### src/rtl/pipe_pkg.sv
// rtl/pipe_pkg.sv - shared constants, state encodings and LFSR step for the pipe field
package pipe_pkg;

  localparam int DEF_SCREEN_W     = 640;
  localparam int DEF_PIPE_W       = 40;
  localparam int DEF_GAP_H        = 120;
  localparam int DEF_GAP_MIN      = 40;
  localparam int DEF_SPEED        = 2;
  localparam int DEF_PIPE_SPACING = 320;
  localparam int DEF_FLOOR_Y      = 480;
  localparam logic [7:0] DEF_LFSR_SEED = 8'hA5;

  // Gap top shown before the first game draws real openings
  localparam logic [9:0] GAP_RESET = 10'd160;

  localparam logic [2:0] QIdle   = 3'b001;
  localparam logic [2:0] QScroll = 3'b010;
  localparam logic [2:0] QCrash  = 3'b100;

  // Fibonacci LFSR step, taps 8,6,5,4
  function automatic logic [7:0] lfsr_next(input logic [7:0] v);
    return {v[6:0], v[7] ^ v[5] ^ v[4] ^ v[3]};
  endfunction

endpackage

### src/rtl/pipe_lane.sv
// rtl/pipe_lane.sv - one scrolling pipe: position, opening and passed flag
module pipe_lane
  import pipe_pkg::*;
#(
  parameter int         PIPE_W  = DEF_PIPE_W,
  parameter int         GAP_H   = DEF_GAP_H,
  parameter int         SPEED   = DEF_SPEED,
  parameter logic [9:0] INIT_XR = 10'd680
) (
  input  logic       Clk,
  input  logic       reset,
  input  logic       reload,
  input  logic       move,
  input  logic [9:0] respawn_xr,
  input  logic       load_gap,
  input  logic [9:0] new_gap,
  input  logic [9:0] bird_x_l,
  input  logic [9:0] bird_x_r,
  input  logic [9:0] bird_y_t,
  input  logic [9:0] bird_y_b,
  output logic [9:0] xr,
  output logic [9:0] gap_top,
  output logic       wrap,
  output logic       hit,
  output logic       pass_evt
);

  localparam logic [9:0]  SPEED_V  = 10'(SPEED);
  localparam logic [9:0]  PIPE_W_V = 10'(PIPE_W);
  localparam logic [10:0] GAP_H_V  = 11'(GAP_H);

  logic       passed;
  logic [9:0] left;
  logic [9:0] moved;

  assign wrap  = (xr <= SPEED_V);
  assign moved = xr - SPEED_V;
  assign left  = (xr >= PIPE_W_V) ? (xr - PIPE_W_V) : 10'd0;

  assign hit = (bird_x_r > left) && (bird_x_l < xr) &&
               ((bird_y_t < gap_top) ||
                ({1'b0, bird_y_b} > ({1'b0, gap_top} + GAP_H_V)));

  // A pipe scores once per lap: the first move that puts its right edge left of the bird
  assign pass_evt = move && !wrap && !passed && (moved < bird_x_l);

  // Position and passed flag: reload in idle, scroll or respawn on a moving tick
  always_ff @(posedge Clk or posedge reset) begin
    if (reset) begin
      xr     <= INIT_XR;
      passed <= 1'b0;
    end else if (reload) begin
      xr     <= INIT_XR;
      passed <= 1'b0;
    end else if (move) begin
      if (wrap) begin
        xr     <= respawn_xr;
        passed <= 1'b0;
      end else begin
        xr <= moved;
        if (pass_evt) passed <= 1'b1;
      end
    end
  end

  // Opening height, replaced whenever the top hands over a fresh draw
  always_ff @(posedge Clk or posedge reset) begin
    if (reset)         gap_top <= GAP_RESET;
    else if (load_gap) gap_top <= new_gap;
  end

endmodule

### src/rtl/pipe_field.sv
// rtl/pipe_field.sv - game FSM, gap randomiser, respawn arbitration and score
module pipe_field
  import pipe_pkg::*;
#(
  parameter int         SCREEN_W     = DEF_SCREEN_W,
  parameter int         PIPE_W       = DEF_PIPE_W,
  parameter int         GAP_H        = DEF_GAP_H,
  parameter int         GAP_MIN      = DEF_GAP_MIN,
  parameter int         SPEED        = DEF_SPEED,
  parameter int         PIPE_SPACING = DEF_PIPE_SPACING,
  parameter int         FLOOR_Y      = DEF_FLOOR_Y,
  parameter logic [7:0] LFSR_SEED    = DEF_LFSR_SEED
) (
  input  logic       Clk,
  input  logic       reset,
  input  logic       Start,
  input  logic       Ack,
  input  logic       Tick,
  input  logic [9:0] Bird_X_L,
  input  logic [9:0] Bird_X_R,
  input  logic [9:0] Bird_Y_T,
  input  logic [9:0] Bird_Y_B,
  output logic [9:0] Pipe0_XR,
  output logic [9:0] Pipe1_XR,
  output logic [9:0] Pipe0_GapTop,
  output logic [9:0] Pipe1_GapTop,
  output logic       Stop,
  output logic [7:0] Score,
  output logic       q_Idle,
  output logic       q_Scroll,
  output logic       q_Crash
);

  // Pipe 0 starts just off the right edge, pipe 1 one spacing further out
  localparam logic [9:0] INIT0     = 10'(SCREEN_W + PIPE_W);
  localparam logic [9:0] INIT1     = 10'(SCREEN_W + PIPE_W + PIPE_SPACING);
  localparam logic [9:0] GAP_MIN_V = 10'(GAP_MIN);
  localparam logic [9:0] SPACING_V = 10'(PIPE_SPACING);
  localparam logic [9:0] FLOOR_V   = 10'(FLOOR_Y);

  logic [2:0] state, state_nxt;
  logic [7:0] lfsr, lfsr1;
  logic       in_idle, in_scroll, in_crash;
  logic       start_go, hit_any, mv, floor_hit;
  logic       hit0, hit1, wrap0, wrap1, evt0, evt1;
  logic       load0, load1;
  logic [9:0] gap0_new, gap1_new;
  logic [8:0] score_sum;

  assign in_idle   = (state == QIdle);
  assign in_scroll = (state == QScroll);
  assign in_crash  = (state == QCrash);
  assign {q_Crash, q_Scroll, q_Idle} = state;
  assign Stop      = q_Crash;

  assign floor_hit = (Bird_Y_B >= FLOOR_V);
  assign hit_any   = in_scroll && (hit0 || hit1 || floor_hit);
  assign start_go  = in_idle && Start;
  // A colliding cycle never moves the field, even with Tick present
  assign mv        = in_scroll && Tick && !hit_any;

  // Pipe 0 consumes the current LFSR value first; pipe 1 takes the next one if both draw
  assign load0    = start_go || (mv && wrap0);
  assign load1    = start_go || (mv && wrap1);
  assign lfsr1    = lfsr_next(lfsr);
  assign gap0_new = GAP_MIN_V + {2'b00, lfsr};
  assign gap1_new = GAP_MIN_V + {2'b00, (load0 ? lfsr1 : lfsr)};

  assign score_sum = {1'b0, Score} + {8'd0, evt0} + {8'd0, evt1};

  pipe_lane #(.PIPE_W(PIPE_W), .GAP_H(GAP_H), .SPEED(SPEED), .INIT_XR(INIT0)) u_lane0 (
    .Clk(Clk), .reset(reset), .reload(in_idle), .move(mv),
    .respawn_xr(Pipe1_XR + SPACING_V), .load_gap(load0), .new_gap(gap0_new),
    .bird_x_l(Bird_X_L), .bird_x_r(Bird_X_R), .bird_y_t(Bird_Y_T), .bird_y_b(Bird_Y_B),
    .xr(Pipe0_XR), .gap_top(Pipe0_GapTop), .wrap(wrap0), .hit(hit0), .pass_evt(evt0)
  );

  pipe_lane #(.PIPE_W(PIPE_W), .GAP_H(GAP_H), .SPEED(SPEED), .INIT_XR(INIT1)) u_lane1 (
    .Clk(Clk), .reset(reset), .reload(in_idle), .move(mv),
    .respawn_xr(Pipe0_XR + SPACING_V), .load_gap(load1), .new_gap(gap1_new),
    .bird_x_l(Bird_X_L), .bird_x_r(Bird_X_R), .bird_y_t(Bird_Y_T), .bird_y_b(Bird_Y_B),
    .xr(Pipe1_XR), .gap_top(Pipe1_GapTop), .wrap(wrap1), .hit(hit1), .pass_evt(evt1)
  );

  // Next-state: Start leaves idle, any hit ends flight, Ack clears a crash
  always_comb begin
    state_nxt = state;
    case (state)
      QIdle:   if (Start)   state_nxt = QScroll;
      QScroll: if (hit_any) state_nxt = QCrash;
      QCrash:  if (Ack)     state_nxt = QIdle;
      default:              state_nxt = QIdle;
    endcase
  end

  // State register
  always_ff @(posedge Clk or posedge reset) begin
    if (reset) state <= QIdle;
    else       state <= state_nxt;
  end

  // LFSR advances once per gap drawn; Ack leaves it alone so games differ
  always_ff @(posedge Clk or posedge reset) begin
    if (reset)               lfsr <= LFSR_SEED;
    else if (load0 && load1) lfsr <= lfsr_next(lfsr1);
    else if (load0 || load1) lfsr <= lfsr1;
  end

  // Score clears on Start, accumulates passes on moving ticks, saturates at 255
  always_ff @(posedge Clk or posedge reset) begin
    if (reset)         Score <= 8'd0;
    else if (start_go) Score <= 8'd0;
    else if (mv && !in_crash) Score <= score_sum[8] ? 8'hFF : score_sum[7:0];
  end

endmodule

### config.mk
export PLATFORM = sky130hd
export DESIGN_NAME = pipe_field
export DESIGN_NICKNAME = d
export VERILOG_FILES = /design/src/rtl/pipe_pkg.sv /design/src/rtl/pipe_lane.sv /design/src/rtl/pipe_field.sv
export SDC_FILE = /design/constraint.sdc
export NUM_CORES = 1
export LEC_CHECK = 0
export ABC_AREA = 1
export BUFFER_PORTS_ARGS = -buffer_cell sky130_fd_sc_hd__buf_2
export CORE_ASPECT_RATIO = 1.2
export CORE_MARGIN = 4
export CORE_UTILIZATION = 30
export CTS_CLUSTER_SIZE = 8
export DETAILED_ROUTE_END_ITERATION = 10
export PLACE_DENSITY = 0.53
export SLEW_MARGIN = 5
export SYNTH_ARGS = -nofsm -noshare
export SYNTH_HDL_FRONTEND = slang
export SYNTH_SLANG_ARGS = --single-unit
export TNS_END_PERCENT = 10
### constraint.sdc
create_clock -name Clk -period 5.7 [get_ports Clk]
set_clock_uncertainty 0.15 [all_clocks]
set_input_delay 0.57 -clock Clk [delete_from_list [all_inputs] [get_ports Clk]]
set_output_delay 0.57 -clock Clk [all_outputs]
set_load 0.005 [all_outputs]
Yosys cells after proc, flatten, opt, wreduce, memory -nomap -nowiden --
Index checks and enable logic that the tools add are counted.
Word-level totals: register bits after elaboration 61, word-level logic and storage cells 113, input port bits 45, ROM bits 0, bits in writable memories 0, memories kept 0, latch bits 0, output and inout bits 52
Operators by class: reductions and logical operators 39, div/mod/pow operators 0, bitwise logic cells 6, mux-type cells 26, order comparisons 15, shifts and indexed selects 0, add/subtract/negate cells 12, $mul 0, eq/ne operators 6
Operators with widths (count):
- $mux W10 | 8
- $lt A10 B10 Y1 | 6
- $mux W8 | 6
- $add A10 B7 Y11 const B | 2
- $gt A10 B11 Y1 | 2
- $add A10 B9 Y10 const B | 2
- $ge A10 B6 Y1 const B | 2
- $gt A10 B10 Y1 | 2
- $le A10 B2 Y1 const B | 2
- $sub A10 B2 Y10 const B | 2
- $sub A10 B6 Y10 const B | 2
- $add A6 B8 Y9 const A | 2
- $logic_and A1 B1 Y1 | 18
- $ge A10 B9 Y1 const B | 1
- $add A8 B1 Y9 | 1
- $add A9 B1 Y9 | 1
- $mux W3 | 3
- $pmux W3 S3 | 1
- $mux W1 | 8
- $logic_or A1 B1 Y1 | 7
- $logic_not A1 Y1 | 6
- $reduce_bool A2 Y1 | 3
- $reduce_bool A3 Y1 | 2
- $xor A1 B1 Y1 | 6
- 7 further kinds | 9

Logic depth before layout (Yosys ltp) --
Gate-level depths: netlist of the first run.
depth in word-level cells 18, mapped depth 36, gate-level depth less buffers 35

Cells and area by module --
From an unflattened synthesis of the first run, not the netlist that was laid out.
Second synthesis, totals: cell total of the unflattened synthesis 908, area total of the unflattened synthesis 6586.3 um^2
Modules (own cells, without submodules):
- pipe_lane at u_lane0 | area each 2482.4 um^2, cells each 353, instances 1
- pipe_lane at u_lane1 | area each 2477.4 um^2, cells each 349, instances 1
- pipe_field | area each 1626.6 um^2, cells each 206, instances 1

Worst setup path after synthesis of the first run --
OpenSTA, ideal clock, no wires.
kind reg2reg, start reg u_lane0.xr[3], end reg Score[0], arrival time 4.690 ns, slack 0.760 ns, path buffers 1, setup time 0.099 ns, cell stages (with the launch flop) 34, path through dfstp_2 > inv_2 > ha_1 > or2_2 > nand2_1 > nor2_1 > xor2_1 > nand2_1 > ha_1 > nand2_1 > nor2_2 > nand2_1 > nor2_1 > nor2_1 > nand3_1 > a21oi_2 > nor2_4 > nand2_2 > inv_2 > buf_2 > nand3_1 > fa_1 > inv_1 > ha_1 > nand2_1 > nor2_1 > inv_1 > nor3_1 > inv_1 > nor2_1 > inv_1 > nor2_1 > inv_1 > a311oi_1
Between the ends: cells in the longest elaborated chain, start to end 18, elaborated cells on any way between the ends 29, those cells by class add/sub: 4; order compare: 5; mux: 4; reduce/logical: 16
Ends and longest elaborated chain:
- start, declared | line pipe_lane.sv:21 | output logic [9:0] xr,
- start signal, assigned | line pipe_lane.sv:57 | xr <= respawn_xr;
- start signal, assigned | line pipe_lane.sv:60 | xr <= moved;
- $sub A10 B6 Y10 / $ge A10 B6 Y1 (equally long branches) | line pipe_lane.sv:38 | assign left = (xr >= PIPE_W_V) ? (xr - PIPE_W_V) : 10'd0;
- $mux W10 | line pipe_lane.sv:38
- $gt A10 B10 Y1 | line pipe_lane.sv:40 | assign hit = (bird_x_r > left) && (bird_x_l < xr) &&
- $logic_and A1 B1 Y1 (2 in series) | line pipe_lane.sv:40
- $logic_or A1 B1 Y1 (2 in series) | line pipe_field.sv:57 | assign hit_any = in_scroll && (hit0 || hit1 || floor_hit);
- $logic_and A1 B1 Y1 | line pipe_field.sv:57
- $logic_not A1 Y1 | line pipe_field.sv:60 | assign mv = in_scroll && Tick && !hit_any;
- $logic_and A1 B1 Y1 | line pipe_field.sv:60
- $logic_and A1 B1 Y1 (3 in series) | line pipe_lane.sv:45 | assign pass_evt = move && !wrap && !passed && (moved < bird_x_l);
- $add A8 B1 Y9 | line pipe_field.sv:69 | assign score_sum = {1'b0, Score} + {8'd0, evt0} + {8'd0, evt1};
- $add A9 B1 Y9 | line pipe_field.sv:69
- $mux W8 (2 in series) | line pipe_field.sv:113 | else if (mv && !in_crash) Score <= score_sum[8] ? 8'hFF : score_sum[7:0];
- $mux W8 | line pipe_field.sv:112 | else if (start_go) Score <= 8'd0;
- end signal, assigned | line pipe_field.sv:113
- end, declared | line pipe_field.sv:28 | output logic [7:0] Score,
Several ways; a longest one is shown, not always the timed one. The select of a mux whose other input is x is not followed. A chain may end at the register's enable or synchronous reset.

Worst setup path in the final report of the first run --
start reg u_lane0.xr[5], end reg Score[0]
Same word-level chain as after synthesis.

==> impl_metrics.py, run 1 <==
metrics = {
    "setup_path": {
        "r2r_start": "u_lane0.xr[5]",
        "critPathRequiredTime_ps": 5790,
        "r2r_cells": 30,
        "endpoint_kind": "flip-flop",
        "worst_r2r_endpoint": "Score[0]",
        "worstSetupPathType": "reg -> reg",
        "ff2ff_setup_slack_ps": 560,
        "crit_fanout": 10,
        "worstPathArrival_ps": 5230,
        "slowest_stage": "dfstp_2",
        "startpoint_type": "flip-flop",
        "max_stage_delay_ps": 580,
    },
    "clocking": {
        "clockBufferDepth": 2,
        "cts_inserted_buffers": 9,
        "cts.sinks": 59,
        "cts_hold_buf": 0,
        "cts_tree": "yes",
        "clkTransAtPathRegs_ps": 50,
        "post_cts_buffers": 0,
        "h-tree-depth": 3,
        "clk_latency_ps": 330,
        "cts_root_buf": "clkbuf_16",
        "cts_resized": 0,
    },
    "grt": {
        "track_usage": 0.168,
        "grt_pass1_wl_mm": 31.5,
        "grt_max_degree": 60,
        "overflow": 0,
        "antenna_found_initial": 0,
        "grt_pass1_vias": 5996,
    },
    "floorplan": {
        "start_util": 0.309,
        "coreArea_um2": 20500,
        "rows": 57,
        "dieHeight_um": 167,
        "die_area_um2": 23500,
        "die_w_um": 140,
        "ioPinCount": 97,
    },
    "pwr": {
        "leakage_nw": 3.84,
        "internal_power_mw": 1.69,
        "vdd_drop_max_mv": 0.173,
        "p_sw_mw": 1.63,
        "p_seq_frac": 0.231,
        "swShare": 0.491,
        "power-per-cell-area_nw_per_um2": 447,
        "p_clk_frac": 0.152,
        "pwr-share-comb": 0.617,
        "power_mw": 3.32,
    },
    "sta": {
        "grt_setup_unrepaired": "no",
        "worst_slew_pin_slew_ps": 890,
        "slew_violations": 0,
        "fin_crit_sh": 0.902,
        "finalWorstPathRequiredPeriod_ps": 5140,
        "maxSlewHeadroom": 0.402,
        "layout_setup_ws_ps": 561,
        "setup_viol": 0,
        "tns_ps": 0,
        "fmax_mhz": 195,
        "hold_viol_final": 0,
    },
    "placement": {
        "pre_cts_ws_ps": 226,
        "globalplace.congestion": 0.841,
        "portBuffers": 94,
        "place_hpwl_mm": 15.9,
    },
    "drt": {
        "dr_total_vias": 5906,
        "avgViaCountPerCell": 4.76,
        "ant_nets": 0,
        "detail_route.iter0.violations": 314,
        "drt-wirelength-per-cell_um": 15.6,
        "post-route-drc-count": 0,
        "wl_mm": 19.3,
        "dr.pass1.iters": 4,
    },
    "cells_and_area": {
        "drive_gt1_frac": 0.192,
        "finalNetCount": 1130,
        "layout_commonest_cell": "nand2_1",
        "antenna_cells": 0,
        "areaGrowthSynthToFinish_pct": 17.3,
        "mostFrequentLayoutCells": "nand2_1 (193), inv_1 (125), ha_1 (111)",
    },
    "yosys": {
        "ys_warn_count": 0,
        "synthArstFlopShare": 1.00,
        "synth_edf_count": 0,
        "syn_inst": 871,
        "postSynthAreaPerCell_um2": 7.25,
        "yosys_most_used_dff": "dfrtp_1",
        "synth.distinct_cells": 49,
        "ys_ff_latch": 59,
        "syn_area_um2": 6320,
        "yosysSeqAreaShare": 0.237,
    },
    "run_status": {
        "status": "finished, final reports clean",
    },
    "min_path": {
        "holdCritPathClass": "in -> async",
    },
    "job": {
        "drv_cap": 0,
    },
}
-- cells by family after synthesis --
logic type | after synthesis | share of synthesized area
and+or+nand+nor | 359 | 0.253
buffers and inverters | 157 | 0.0986
AOI/OAI and AO/OA | 145 | 0.135
adders and majority gates | 112 | 0.223
DFF | 59 | 0.237
xor gates and xnor gates | 38 | 0.0527
other | 1 | 0.000593
-- state kept, by name, indices dropped and copies added, names as in the netlist --
register and count:
u_lane1.xr 10, u_lane0.gap_top 9, u_lane1.passed 1, u_lane0.passed 1, lfsr 8, u_lane1.gap_top 9, Score 8, u_lane0.xr 10
state 3
-- worst max path at each step --
stage               depth (start not counted)          start  endpoint  slack [ps]
CTS                                        30  u_lane0.xr[2]  Score[0]         200
floorplan                                  33  u_lane0.xr[3]  Score[0]         760
global route                               32  u_lane0.xr[3]  Score[0]           8
detailed placement                         30  u_lane0.xr[2]  Score[0]         230
finish                                     30  u_lane0.xr[5]  Score[0]         560
global placement                           30  u_lane0.xr[2]  Score[0]         330
-- cell type report --
type	count	area [um^2]
Clock buffer	11	253
Clock inverter	3	15.0
Fill cell	2202	13100
Inverter	139	522
Multi-Input combinational cell	656	4220
Sequential cell	59	1500
Tap cell	265	332
Timing Repair Buffer	108	576
-- layer usage --
layer / wire [um] / GRT usage / vias up
li1: - / - / 3076
met1: 8440 / 0.208 / 2687
met2: 9680 / 0.301 / 121
met3: 873 / 0.0290 / 22
met4: 348 / 0.0438 / 0
met5: 0 / 0 / -
-- critical path: cells and delay by family (launching register included) --
kind,cells,cell delay [ps]
adders and majority gates,3,920
and+or+nand+nor,16,1850
buffers and inverters,7,670
DFF,1,580
AOI/OAI and AO/OA,4,860
-- Yosys cell counts (3+ instances only) --
master	count	area share
nand2_4	4	0.0071
buf_4	3	0.0036
ha_1	111	0.22
buf_2	6	0.0048
xnor2_1	9	0.012
o211ai_1	7	0.0083
nor3_1	5	0.0040
xor2_1	29	0.040
nand4_1	12	0.012
o221ai_1	3	0.0042
nor4_1	3	0.0030
o21ai_1	3	0.0024
dfstp_2	19	0.079
o21ai_0	51	0.040
a31oi_1	7	0.0069
nand2_1	193	0.11
dfrtp_1	40	0.16
nand3_1	55	0.044
clkbuf_1	7	0.0042
o31ai_1	3	0.0036
a21o_1	3	0.0036
inv_2	11	0.0065
o2111ai_1	3	0.0042
a21oi_1	42	0.033
nand3b_1	3	0.0036
or2_2	6	0.0059
nor2_1	56	0.033
inv_1	126	0.075
nor2_2	5	0.0050
o21a_1	3	0.0036
nand2_2	10	0.0099
o21bai_1	5	0.0059
o22ai_1	7	0.0069
-- power by group through the flow --
stage	logic (mW)	registers (mW)	clock network (mW)
global route	2.39	0.796	0.536
global placement	2.06	0.777	0
CTS	2.08	0.771	0.519
floorplan	1.50	0.727	0
finish	2.05	0.767	0.503
detailed placement	2.06	0.775	0
-- per-stage QoR --
step                      instance area, um^2   util  hold WS (ps)  std cells
after global routing                     7410  0.362           378       1241
final                                    7410  0.362           324       1241
after detailed placement                 7130  0.348           348       1227
after CTS                                7400  0.361           353       1241
after floorplan                          6320      -           325        872
after global placement                   7130  0.348           343       1227
Note: power is estimated with default switching activity, not from simulation.
==> inputs of run 2 (changes only) <==
- CORE_MARGIN: 4 -> 2
- PLACE_DENSITY: 0.53 -> 0.52
- SYNTH_HIERARCHICAL: default -> 1
- clock period: 5.7 -> 6.17 ns (I/O delays scaled with it)
==> run 2 against run 1 <==
Effect of this change: clock power is 19% higher; sequential cell count is 2 higher; count of clock-buffer cells in the layout is 1 lower; critical path type unchanged.
==> impl_metrics.py, run 2 <==
metrics = {
    "yosys": {
        "syn_inst": 908,
        "synth_top_area_frac": 0.203,
        "synth.distinct_cells": 44,
        "yosys_most_used_dff": "dfrtp_1",
        "yosysSeqAreaShare": 0.235,
        "synth_top_area_cell": "ha_1",
        "synthTopCellsByArea": "ha_1 (20%), dfrtp_1 (16%), nand2_1 (10%)",
        "ys_warn_count": 6,
        "synthArstFlopShare": 1.00,
        "synth_edf_count": 0,
        "synth_common_cells": "nand2_1 (178), inv_1 (130), ha_1 (107)",
        "yosysMostFrequentCell": "nand2_1",
        "postSynthAreaPerCell_um2": 7.25,
        "syn_area_um2": 6590,
        "ys_ff_latch": 61,
    },
    "cells_and_area": {
        "antenna_cells": 0,
        "finalNetCount": 1161,
        "layout_commonest_cell": "nand2_1",
        "final_core_util": 0.356,
        "areaGrowthSynthToFinish_pct": 16.9,
        "drive_gt1_frac": 0.198,
        "mostFrequentLayoutCells": "nand2_1 (178), inv_1 (130), ha_1 (107)",
    },
    "setup_path": {
        "startpoint_type": "flip-flop",
        "crit_fanout": 6,
        "max_stage_delay_ps": 590,
        "worstSetupPathType": "reg -> reg",
        "slowest_stage": "dfstp_2",
        "worstPathArrival_ps": 5690,
        "cpMostUsedCell": "inv_1",
        "critPathRequiredTime_ps": 6270,
        "endpoint_kind": "flip-flop",
    },
    "placement": {
        "place_hpwl_mm": 17.0,
        "portBuffers": 96,
        "globalplace.congestion": 0.879,
    },
    "min_path": {
        "holdCritPathClass": "in -> async",
    },
    "sta": {
        "setup_viol": 0,
        "worst_slew_pin_slew_ps": 1070,
        "hold_viol_final": 0,
        "fin_crit_sh": 0.906,
        "fmax_mhz": 179,
        "finalWorstPathRequiredPeriod_ps": 5590,
        "slew_violations": 0,
        "grt_setup_unrepaired": "no",
        "tns_ps": 0,
        "maxSlewHeadroom": 0.289,
    },
    "clocking": {
        "cts_inserted_buffers": 9,
        "clockBufferDepth": 2,
        "cts.sinks": 61,
        "clkTransAtPathRegs_ps": 60,
        "h-tree-depth": 3,
        "clk_latency_ps": 340,
        "cts_tree": "yes",
        "cts_hold_buf": 0,
        "cts_root_buf": "clkbuf_16",
    },
    "floorplan": {
        "rows": 59,
        "coreArea_um2": 21600,
        "start_util": 0.305,
        "dieHeight_um": 166,
        "die_w_um": 139,
        "die_area_um2": 23200,
        "ioPinCount": 97,
    },
    "job": {
        "drv_cap": 0,
    },
    "drt": {
        "detail_route.iter0.violations": 303,
        "avgViaCountPerCell": 4.83,
        "wl_mm": 21.0,
        "dr_total_vias": 6216,
        "drt-wirelength-per-cell_um": 16.3,
        "dr.pass1.iters": 5,
        "ant_nets": 0,
        "post-route-drc-count": 0,
    },
    "grt": {
        "grt_pass1_vias": 6164,
        "track_usage": 0.183,
        "grt_pass1_wl_mm": 33.6,
        "overflow": 0,
        "antenna_found_initial": 1,
        "grt_max_degree": 42,
    },
    "pwr": {
        "leakage_nw": 4.04,
        "power-per-cell-area_nw_per_um2": 337,
        "vdd_drop_max_mv": 0.143,
    },
    "run_status": {
        "status": "finished, final reports clean",
    },
}
## run 2: area by class of cell
class | count | area [um^2]
clock buffer | 10 | 239
clock inverter | 6 | 109
fill | 2321 | 13900
inverter | 147 | 563
multi-input combinational | 689 | 4380
sequential | 61 | 1550
tap | 274 | 343
timing repair buffer | 100 | 510
## run 2: report_power, final
group	leakage [nW]	switching, mW	internal [mW]
Combinational	3.11	0.852	0.500
Sequential	0.760	0.126	0.520
Clock	0.173	0.193	0.405
Total	4.04	1.17	1.43
## run 2: worst max-delay path, delay by kind of cell, from the launching register on
family / cells / cell delay, ps
simple gates: 20 / 2720
fa+ha+maj: 4 / 1070
buf+inv: 8 / 650
flops: 1 / 590
compound gates: 3 / 190
xor+xnor: 1 / 150
## run 2: worst paths after layout
check / from / slack (ps) / cells after the start / to
setup / recovery: u_lane1/xr[3] / 580 / 36 / Score[5]
hold / removal: reset / 280 / 2 / lfsr[1]
setup reg to reg: u_lane1/xr[3] / 580 / 36 / Score[5]
hold reg to reg: u_lane0/xr[5] / 370 / 2 / u_lane1/xr[5]
max in group asynchronous: reset / 4810 / 2 / u_lane1/gap_top[4]
min in group Clk: u_lane0/xr[5] / 370 / 2 / u_lane1/xr[5]
## run 2: cell families after synthesis
group	Yosys count	share of synthesized area
adders and majority gates	108	0.206
and+or+nand+nor	391	0.282
xor gates and xnor gates	31	0.0412
buffers and inverters	159	0.102
AOI/OAI and AO/OA	157	0.132
DFF	61	0.235
other	1	0.000569
## run 2: layer usage
layer,global-route usage,up-vias,share of wire,wire (um)
met5,0,-,0.00062,13
met4,0.0479,2,0.016,332
met3,0.0311,16,0.037,768
met2,0.337,127,0.51,10800
met1,0.219,2872,0.43,9100
li1,-,3199,-,-
## run 2: per-stage QoR
step | hold slack [ps] | setup slack, ps | power [mW] | instances | area (um^2)
floorplan | 343 | 1180 | 1.62 | 909 | 6590
global placement | 367 | 586 | 2.01 | 1267 | 7300
detailed placement | 366 | 424 | 2.00 | 1267 | 7300
CTS | 324 | 416 | 2.62 | 1283 | 7650
global route | 362 | 27.9 | 2.86 | 1287 | 7700
finish | 283 | 579 | 2.60 | 1287 | 7700
## run 2: timing repair
| item | in CTS | in global routing |
|---|---|---|
| buffers inserted | 0 | 4 |
| endpoints found under the setup margin | 0 | 6 |
| gates resized for setup | 0 | 3 |
==> inputs of run 3 (changes only) <==
- PLACE_DENSITY: 0.52 -> 0.54
- clock period: 6.17 -> 4.5 ns (I/O delays scaled with it)
==> run 3 against run 2 <==
Effect of this change: critical path type unchanged; highest routed layer is now met4; sequential cell count stayed put; the run now ends with negative setup slack left; cell count is 6.9% higher; sequential power is 32% higher.
==> impl_metrics.py, run 3 (same netlist as run 2, synthesis figures left out) <==
metrics = {
    "cells_and_area": {
        "n_fill_cell": 2308,
        "drive_gt1_frac": 0.280,
        "layout.cells.non_filler": 1376,
        "final_core_util": 0.388,
        "layout_commonest_cell": "nand2_1",
        "antenna_cells": 0,
        "mostFrequentLayoutCells": "nand2_1 (174), inv_1 (124), ha_1 (103)",
        "finalNetCount": 1250,
        "areaGrowthSynthToFinish_pct": 27.5,
    },
    "setup_path": {
        "crit_fanout": 3,
        "worstSetupPathType": "reg -> reg",
        "cpLargestDelayFamily": "simple AND/OR/NAND/NOR gates",
        "startpoint_type": "flip-flop",
        "worstPathArrival_ps": 4810,
        "critPathBufInv": 9,
        "max_stage_delay_ps": 550,
        "cpMostUsedCell": "inv_2",
        "endpoint_kind": "flip-flop",
        "critPathRequiredTime_ps": 4570,
        "slowest_stage": "dfstp_2",
    },
    "floorplan": {
        "die_area_um2": 23200,
        "dieHeight_um": 166,
        "start_util": 0.305,
        "die_w_um": 139,
        "rows": 59,
        "ioPinCount": 97,
        "coreArea_um2": 21600,
    },
    "clocking": {
        "clockBufferDepth": 2,
        "clkTransAtPathRegs_ps": 60,
        "cts_inserted_buffers": 9,
        "cts_hold_buf": 0,
        "h-tree-depth": 3,
        "clk_latency_ps": 340,
        "cts.sinks": 61,
        "cts_tree": "yes",
        "cts_root_buf": "clkbuf_16",
    },
    "pwr": {
        "leakage_nw": 4.45,
        "vdd_drop_max_mv": 0.282,
        "power-per-cell-area_nw_per_um2": 429,
    },
    "grt": {
        "antenna_found_initial": 0,
        "grt_pass1_wl_mm": 33.6,
        "track_usage": 0.181,
        "grt_pass1_vias": 6429,
        "grt_max_degree": 29,
        "overflow": 0,
    },
    "min_path": {
        "holdCritPathClass": "in -> async",
    },
    "run_status": {
        "status": "finished, violations left",
        "violations": "negative setup slack",
    },
    "sta": {
        "worst_slew_pin_slew_ps": 1010,
        "setup_viol": 8,
        "layout_setup_ws_ps": -237,
        "grt_setup_unrepaired": "yes",
        "hold_viol_final": 0,
        "slew_violations": 0,
        "fin_crit_sh": 1.05,
        "fmax_mhz": 211,
        "maxSlewHeadroom": 0.327,
        "finalWorstPathRequiredPeriod_ps": 4740,
    },
    "placement": {
        "globalplace.congestion": 0.867,
        "place_hpwl_mm": 17.1,
        "dp.cells": 1358,
        "portBuffers": 96,
    },
    "drt": {
        "drt-wirelength-per-cell_um": 14.9,
        "post-route-drc-count": 0,
        "avgViaCountPerCell": 4.69,
        "dr_total_vias": 6455,
        "detail_route.iter0.violations": 264,
        "dr.pass1.iters": 5,
        "wl_mm": 20.5,
        "ant_nets": 0,
    },
    "job": {
        "drv_cap": 0,
    },
}
==> run 3: cell types whose count changed in the layout (fill, tap and decap cells not counted), moves of 3 or more <==
cell       change
buf_4         +88
inv_1          -6
ha_1           -4
ha_4           +4
inv_2          +4
nand2_1        -4
nand2_2        +4
bufinv_16      -3
nor2_1         -3
nor2_2         +3
o21ai_0        -3
o21ai_1        +3
==> run 3: worst paths after layout <==
check	start	end	slack, ps	depth (start not counted)
setup / recovery	u_lane1/xr[3]	Score[6]	-240	37
hold / removal	reset	state[2]	130	2
setup reg to reg	u_lane1/xr[3]	Score[6]	-240	37
hold reg to reg	lfsr[0]	lfsr[0]	380	2
max in group asynchronous	reset	u_lane1/gap_top[4]	3360	2
min in group Clk	Start	state[0]	260	4
==> run 3: metrics by stage <==
step | instance area [um^2] | setup WS, ps | hold WS, ps | setup TNS (ps) | power, mW
detailed placement | 8080 | -501 | 374 | -3660 | 2.95
global placement | 8080 | -401 | 372 | -2910 | 2.94
floorplan | 6680 | -186 | 247 | -1080 | 2.23
global route | 8400 | -739 | 211 | -5710 | 3.96
finish | 8400 | -237 | 128 | -1720 | 3.61
CTS | 8390 | -277 | 157 | -2060 | 3.63
==> run 3: cell type report <==
cell class	count	area [um^2]	share of cell area
Multi-Input combinational cell	689	4470	0.533
Sequential cell	61	1550	0.185
Timing Repair Buffer	189	1180	0.141
Inverter	147	568	0.0677
Tap cell	274	343	0.0408
Clock buffer	12	256	0.0306
Clock inverter	4	22.5	0.00268
==> run 3: metal layers <==
layer	global-route usage	vias up	share of wire
met2	0.316	106	0.49
met4	0.0580	0	0.024
met3	0.0254	29	0.030
met5	0	-	0
met1	0.230	2936	0.45
li1	-	3384	-
==> run 3: where the power goes <==
part	internal (mW)	switching, mW	leakage (nW)
Clock	0.400	0.268	0.138
Sequential	0.712	0.141	0.760
Combinational	0.876	1.21	3.55
Total	1.99	1.62	4.45
==> run 3: repair_timing <==
item / in CTS / in global routing
gates resized for setup: 7 / 3
buffers inserted: 2 / 0
endpoints found under the setup margin: 8 / 8
pin swaps: 7 / 1
